==> config.mk <==
export PLATFORM = sky130hd
export DESIGN_NAME = res_dispatch_flat
export DESIGN_NICKNAME = d
export VERILOG_FILES = /design/src/rtl/res_dispatch_if.sv /design/src/rtl/res_dispatch.sv /design/src/flat_wrapper.sv
export SDC_FILE = /design/constraint.sdc
export NUM_CORES = 1
export LEC_CHECK = 0
export CORE_AREA = 2 2 212 214
export DETAILED_ROUTE_END_ITERATION = 7
export DIE_AREA = 0 0 214 216
export GPL_ROUTABILITY_DRIVEN = 0
export PLACE_DENSITY = 0.73
export SYNTH_ARGS = -nofsm -noshare
export SYNTH_HDL_FRONTEND = slang
export SYNTH_SLANG_ARGS = --single-unit
==> constraint.sdc <==
create_clock -name clk -period 16.4 [get_ports clk]
set_input_delay 3.28 -clock clk [delete_from_list [all_inputs] [get_ports clk]]
set_output_delay 3.28 -clock clk [all_outputs]
set_load 0.1 [all_outputs]
==> src/rtl/res_dispatch_if.sv <==
// Shared tomasula word/CDB types plus the dispatch bus between instruction queue,
// reservation stations and the dispatcher.
package tomasula_types;
    localparam int unsigned XLEN  = 32;
    localparam int unsigned TAG_W = 3;
    localparam logic [6:0]  OP_JALR = 7'b1100111;
    localparam logic [6:0]  OP_ADDI = 7'b0010011;

    typedef struct packed {
        logic [6:0]       op;
        logic [2:0]       funct3;
        logic [6:0]       funct7;
        logic [TAG_W-1:0] src1_tag;
        logic [XLEN-1:0]  src1_data;
        logic             src1_valid;
        logic [TAG_W-1:0] src2_tag;
        logic [XLEN-1:0]  src2_data;
        logic             src2_valid;
        logic [TAG_W-1:0] rd_tag;
        logic [XLEN-1:0]  pc;
    } res_word;

    typedef struct packed {
        logic [XLEN-1:0] data;
    } cdb_data;
endpackage

interface res_dispatch_if #(parameter int unsigned NUM_RS = 5);
    logic                    iq_valid;
    tomasula_types::res_word iq_word;
    logic                    iq_pop;
    logic [NUM_RS-1:0]       res_empty;
    logic [NUM_RS-1:0]       load_word;
    tomasula_types::res_word res_out;
    tomasula_types::cdb_data cdb [8];
    logic [7:0]              robs_calculated;
    logic [7:0]              allocated_rob_entries;
    logic                    jalr_executed;
    logic                    flush;
    logic                    dispatch_stall;

    modport master (
        input  iq_valid, iq_word, res_empty, cdb, robs_calculated,
               allocated_rob_entries, jalr_executed, flush,
        output iq_pop, load_word, res_out, dispatch_stall
    );

    modport slave (
        output iq_valid, iq_word, res_empty, cdb, robs_calculated,
               allocated_rob_entries, jalr_executed, flush,
        input  iq_pop, load_word, res_out, dispatch_stall
    );
endinterface

==> src/rtl/res_dispatch.sv <==
// Reservation-station dispatcher: holds one decoded word, merges CDB results into it and
// hands it to the next free station round-robin. DISPATCH_BYPASS_EN enables same-cycle IDLE dispatch.
module res_dispatch #(
    parameter int unsigned NUM_RS = 5
) (
    input  logic           clk,
    input  logic           rst,
    res_dispatch_if.master io_bus
);
    localparam int unsigned PTR_W = (NUM_RS > 1) ? $clog2(NUM_RS) : 1;

    typedef enum logic [1:0] {
        S_IDLE      = 2'd0,
        S_HOLD      = 2'd1,
        S_WAIT_JALR = 2'd2
    } state_t;

    state_t                  r_state;
    logic [PTR_W-1:0]        r_rr_ptr;
    tomasula_types::res_word r_hold;
    logic                    r_post_rst;

    logic [7:0][31:0]        w_cdb_data;
    tomasula_types::res_word w_hold_m;
    tomasula_types::res_word w_iq_m;
    tomasula_types::res_word w_out;
    logic                    w_quiet;
    logic                    w_found;
    logic [PTR_W-1:0]        w_sel;
    logic [PTR_W-1:0]        w_idx;
    logic [PTR_W-1:0]        w_ptr_nxt;
    logic                    w_pop;
    logic [NUM_RS-1:0]       w_load;
    logic                    w_stall;
    logic                    w_capture;
    logic                    w_clear;
    logic                    w_adv;
    state_t                  w_next;

    // Fill any still-pending source whose producer is broadcasting this cycle.
    function automatic tomasula_types::res_word f_merge(
        input tomasula_types::res_word w,
        input logic [7:0]              calc,
        input logic [7:0][31:0]        data
    );
        tomasula_types::res_word m;
        m = w;
        if (!m.src1_valid && calc[m.src1_tag]) begin
            m.src1_valid = 1'b1;
            m.src1_data  = data[m.src1_tag];
        end
        if (!m.src2_valid && calc[m.src2_tag]) begin
            m.src2_valid = 1'b1;
            m.src2_data  = data[m.src2_tag];
        end
        return m;
    endfunction

    always_comb begin
        for (int i = 0; i < 8; i++) begin
            w_cdb_data[i] = io_bus.cdb[i].data;
        end
    end

    assign w_hold_m = f_merge(r_hold, io_bus.robs_calculated, w_cdb_data);
    assign w_iq_m   = f_merge(io_bus.iq_word, io_bus.robs_calculated, w_cdb_data);
    // Reset cycle and the cycle right after it are kept silent on every output.
    assign w_quiet  = rst | r_post_rst;

    // First empty station at or after the round-robin pointer, wrapping.
    always_comb begin
        w_found = 1'b0;
        w_sel   = '0;
        w_idx   = '0;
        for (int unsigned i = 0; i < NUM_RS; i++) begin
            w_idx = PTR_W'((32'(r_rr_ptr) + i) % NUM_RS);
            if (!w_found && io_bus.res_empty[w_idx]) begin
                w_found = 1'b1;
                w_sel   = w_idx;
            end
        end
        w_ptr_nxt = (w_sel == PTR_W'(NUM_RS - 1)) ? '0 : w_sel + PTR_W'(1);
    end

    always_comb begin
        w_pop     = 1'b0;
        w_load    = '0;
        w_stall   = 1'b0;
        w_capture = 1'b0;
        w_clear   = 1'b0;
        w_adv     = 1'b0;
        w_next    = r_state;
        w_out     = w_hold_m;
        if (!w_quiet) begin
            if (io_bus.flush) begin
                w_next  = S_IDLE;
                w_clear = 1'b1;
            end else begin
                case (r_state)
                    S_IDLE: begin
                        if (io_bus.iq_valid) begin
                            w_pop = 1'b1;
`ifdef DISPATCH_BYPASS_EN
                            w_out = w_iq_m;
                            if (w_found && io_bus.allocated_rob_entries[io_bus.iq_word.rd_tag]) begin
                                w_load[w_sel] = 1'b1;
                                w_adv         = 1'b1;
                                w_next        = (io_bus.iq_word.op == tomasula_types::OP_JALR)
                                                ? S_WAIT_JALR : S_IDLE;
                            end else begin
                                w_capture = 1'b1;
                                w_next    = S_HOLD;
                            end
`else
                            w_capture = 1'b1;
                            w_next    = S_HOLD;
`endif
                        end
                    end
                    S_HOLD: begin
                        if (!io_bus.allocated_rob_entries[r_hold.rd_tag]) begin
                            w_next  = S_IDLE;
                            w_clear = 1'b1;
                        end else if (w_found) begin
                            w_load[w_sel] = 1'b1;
                            w_adv         = 1'b1;
                            if (r_hold.op == tomasula_types::OP_JALR) begin
                                w_next = S_WAIT_JALR;
                            end else if (io_bus.iq_valid) begin
                                w_pop     = 1'b1;
                                w_capture = 1'b1;
                            end else begin
                                w_next = S_IDLE;
                            end
                        end else begin
                            w_stall = 1'b1;
                        end
                    end
                    S_WAIT_JALR: begin
                        if (io_bus.jalr_executed) begin
                            w_next = S_IDLE;
                        end
                    end
                    default: w_next = S_IDLE;
                endcase
            end
        end
    end

    always_ff @(posedge clk) begin
        if (rst) begin
            r_state    <= S_IDLE;
            r_rr_ptr   <= '0;
            r_hold     <= '0;
            r_post_rst <= 1'b1;
        end else begin
            r_post_rst <= 1'b0;
            r_state    <= w_next;
            if (w_adv) begin
                r_rr_ptr <= w_ptr_nxt;
            end
            if (w_clear) begin
                r_hold <= '0;
            end else if (w_capture) begin
                r_hold <= w_iq_m;
            end else if (r_state == S_HOLD) begin
                r_hold <= w_hold_m;
            end
        end
    end

    assign io_bus.iq_pop         = w_pop;
    assign io_bus.load_word      = w_load;
    assign io_bus.dispatch_stall = w_stall;
    assign io_bus.res_out        = w_quiet ? '0 : w_out;

endmodule
==> src/flat_wrapper.sv <==
// flat-port wrapper written by rule: the top's interface ports become plain ports
module res_dispatch_flat 
#(
    parameter int unsigned NUM_RS = 5
)
  (clk, rst, io_bus_iq_valid, io_bus_iq_word, io_bus_res_empty, io_bus_cdb, io_bus_robs_calculated, io_bus_allocated_rob_entries, io_bus_jalr_executed, io_bus_flush, io_bus_iq_pop, io_bus_load_word, io_bus_res_out, io_bus_dispatch_stall);
  res_dispatch_if #(.NUM_RS(NUM_RS)) io_bus_i ();
  input  logic clk;
  input  logic rst;
  input wire logic [$bits(io_bus_i.iq_valid)-1:0] io_bus_iq_valid;
  input wire logic [$bits(io_bus_i.iq_word)-1:0] io_bus_iq_word;
  input wire logic [$bits(io_bus_i.res_empty)-1:0] io_bus_res_empty;
  input wire logic [$bits(io_bus_i.cdb)-1:0] io_bus_cdb;
  input wire logic [$bits(io_bus_i.robs_calculated)-1:0] io_bus_robs_calculated;
  input wire logic [$bits(io_bus_i.allocated_rob_entries)-1:0] io_bus_allocated_rob_entries;
  input wire logic [$bits(io_bus_i.jalr_executed)-1:0] io_bus_jalr_executed;
  input wire logic [$bits(io_bus_i.flush)-1:0] io_bus_flush;
  output wire logic [$bits(io_bus_i.iq_pop)-1:0] io_bus_iq_pop;
  output wire logic [$bits(io_bus_i.load_word)-1:0] io_bus_load_word;
  output wire logic [$bits(io_bus_i.res_out)-1:0] io_bus_res_out;
  output wire logic [$bits(io_bus_i.dispatch_stall)-1:0] io_bus_dispatch_stall;
  assign io_bus_i.iq_valid = io_bus_iq_valid;
  assign io_bus_i.iq_word = io_bus_iq_word;
  assign io_bus_i.res_empty = io_bus_res_empty;
  assign io_bus_i.cdb = {>>{io_bus_cdb}};
  assign io_bus_i.robs_calculated = io_bus_robs_calculated;
  assign io_bus_i.allocated_rob_entries = io_bus_allocated_rob_entries;
  assign io_bus_i.jalr_executed = io_bus_jalr_executed;
  assign io_bus_i.flush = io_bus_flush;
  assign io_bus_iq_pop = io_bus_i.iq_pop;
  assign io_bus_load_word = io_bus_i.load_word;
  assign io_bus_res_out = io_bus_i.res_out;
  assign io_bus_dispatch_stall = io_bus_i.dispatch_stall;
  res_dispatch #(.NUM_RS(NUM_RS)) u_core (.clk(clk), .rst(rst), .io_bus(io_bus_i));
endmodule
==> flow_summary.ini <==
[logic_synthesis]
synth_seq_cells = 130
synthCells = 1897
synthArstFlopShare_pct = 0
yosysTopAreaCell = mux4_2
synth.avg_cell_area_um2 = 8.85
syn_area_um2 = 16800
yosysWarnings = 0
yosys-top-cells-count = 447 x nand2_1, 268 x mux4_2, 211 x o21ai_0, 170 x mux2i_1, 139 x clkbuf_1
synth_flop_cell = dfxtp_1
synthTopCellsByArea = mux4_2 36%, dfxtp_1 15%, mux2i_1 10%
synth_fp_nets = 2323
synth_edf_count = 0
ys_seq_area_share_pct = 15.5
synth_top_area_share_pct = 35.9
yosys.cell_count.top_type = nand2_1
synth_cell_type_count = 71

[clock_network]
htree_levels = 4
cts_resized = 0
cts_tree = done
cts_setup_buffers = 0
clk_pin_slew_ns = 0.06
clk_path_buf_depth = 2
hold_buffers = 0
clockRootBuffer = clkbuf_16
clock-sinks = 130
clock_latency_ns = 0.44
cts_buffers = 17

[status]
status = finished, final reports clean

[flow_run]
max-cap-violations = 0

[sta]
worst_pin_slew_ns = 1.15
rsz0062_at_grt = no
hold_viol_final = 0
max_freq_ghz = 0.0888
timing.hold.ws_ns = 0.450
skew_ns = 0.0190
fin_crit_ns = 11.26
slew_violations = 0
setup_tns_ns = 0
maxSlewHeadroom_pct = 23.2
min_period_over_period_pct = 68.6
setup_violations = 0

[setup_path]
crit_type = in -> out
cp.buffers_inverters = 5
crit_path_cell_trace = clkdlybuf4s50_1, and3_1, o311ai_0, o211ai_1, nor2_2, a31oi_4, buf_4, o21ai_4, buf_4, clkinv_2, clkdlybuf4s50_1
r2r-end = u_core.r_hold[13]
cp.depth = 11
endpoint = io_bus_iq_pop
ff2ff_setup_slack_ns = 9.41
cp_top_family = buffers and inverters
worstPathMaxFanout = 48
endpoint_kind = primary output
startpoint = io_bus_res_empty[0]
cp_slowest_cell = clkdlybuf4s50_1
timing.rr.start = u_core.r_rr_ptr[1]
ff2ff_path_depth = 19
required_ns = 13.12
setup.worst_path.start_class = input pin
critPathMaxStageDelay_ns = 1.01
arrival_ns = 7.98

[floorplan]
core_region_area_um2 = 43800
io_pins = 537
start_util_pct = 38.3
core.rowCount = 77
dieArea_um2 = 46200
fp.dieW_um = 214
fp.dieH_um = 216

[hold_path]
hold_class = reg -> reg

[detailed_routing]
drt_iter0_markers = 2254
drt-wirelength-per-cell_um = 25.7
vias = 18219
vias_per_cell = 6.27
first_pass_iters = 5
wl_um = 74800
drcViolationCount = 0
ant_nets = 0

[final_layout]
ff_latch_area_um2 = 2620
drive_gt1_share_pct = 16.4
fillers = 3923
area_delta_synth_final_pct = 37.0
fin_nets = 2709
multi_input_area_um2 = 13400
final_cells = 2904
final_cell_area_um2 = 23000

[placed_design]
post-dp-hpwl_um = 53800
portBuffers = 536
placedCellCount = 2856
placed_area_um2 = 22400

[global_routing]
grt.total_usage_pct = 31.4
grt_max_degree = 87
grt_pass1_wl_um = 111000
antenna_found_initial = 22
grt_overflow = 0
grt_pass1_vias = 17692

[power]
p_comb_share_pct = 42.9
vdd.ir_drop.worst_mv = 0.0683
p_total_w = 0.00132
leakagePower_nw = 7.92
switching_power_w = 0.000493
power.internal_w = 0.000828
power_frac_clock_pct = 31.3
seqPwrFrac_pct = 25.9
switching_share_pct = 37.3
p_per_area_nw_per_um2 = 57.4
placed cells by master (no fill, tap or decap), types with 20 or more instances in the layout:
master,instances
clkdlybuf4s50_1,523
nor2_1,102
nand2_1,446
dfxtp_1,124
a31oi_1,26
buf_4,35
o21ai_0,211
nand3_1,53
mux4_2,268
o211ai_1,42
mux2i_1,170
ha_1,20
and2_1,60
power groups by stage:
stage	sequential, W	clock [W]	combinational [W]
2_1_floorplan	0.000342	0	0.000339
5_1_grt	0.000343	0.000430	0.000598
6_report	0.000342	0.000413	0.000566
3_5_place_dp	0.000348	0	0.000559
3_3_place_gp	0.000348	0	0.000549
4_1_cts	0.000342	0.000420	0.000561
cell type report:
cell class / count / share of cell area [%]
repair buffers: 560 / 23.9
well taps: 592 / 3.22
inverters: 25 / 0.413
flip-flops and latches: 130 / 11.4
clock buffers: 20 / 2.03
diodes: 17 / 0.185
clock inverters: 11 / 0.652
multi-input cells: 1549 / 58.2
worst min-delay path by stage:
| stage | from | endpoint | slack, ns | cells after the start |
|---|---|---|---|---|
| final | u_core.r_hold[114] | u_core.r_hold[114] | 0.45 | 2 |
| after global routing | u_core.r_hold[113] | u_core.r_hold[113] | 0.47 | 2 |
| after CTS | u_core.r_hold[112] | u_core.r_hold[112] | 0.45 | 2 |
| after detailed placement | u_core.r_hold[112] | u_core.r_hold[112] | 0.44 | 2 |
| after global placement | u_core.r_hold[113] | u_core.r_hold[113] | 0.43 | 2 |
| after floorplan | u_core.r_hold[107] | u_core.r_hold[107] | 0.42 | 2 |
cell families after synthesis:
family	share of synthesized area, %
AND/OR/NAND/NOR	18.3
multiplexers	46.4
AO/OA/AOI/OAI	12.7
buffers and inverters	5.17
flip-flops	15.5
adder cells (fa/ha/maj)	1.49
XOR/XNOR	0.410
per-layer routing:
layer	wire length [um]	vias to the layer above	part of all wire, %	GRT usage [%]
li1	-	7910	-	-
met1	27600	8734	37	38.8
met2	35000	1323	47	50.8
met3	8150	240	11	7.54
met4	3940	12	5.3	16.6
met5	81	-	0.11	0
through the flow:
step	setup WS, ns	utilization [%]
after floorplan	5.18	-
after global placement	5.29	51.0
after detailed placement	5.23	51.0
after CTS	5.23	52.4
after global routing	4.94	52.5
final	5.14	52.5
tightest hold or removal path: cells and delay by family, from the launching register on:
kind	cells	cell delay (ns)
DFF	1	0.30
muxes	1	0.05
and+or+nand+nor	1	0.05
flip-flops by register name, summed over array words and instances (netlist names):
| name | cells |
|---|---|
| u_core.r_hold | 124 |
| u_core.r_rr_ptr | 3 |
| u_core.r_state | 2 |
| u_core.r_post_rst | 1 |
(Power assumes the default switching activity.)
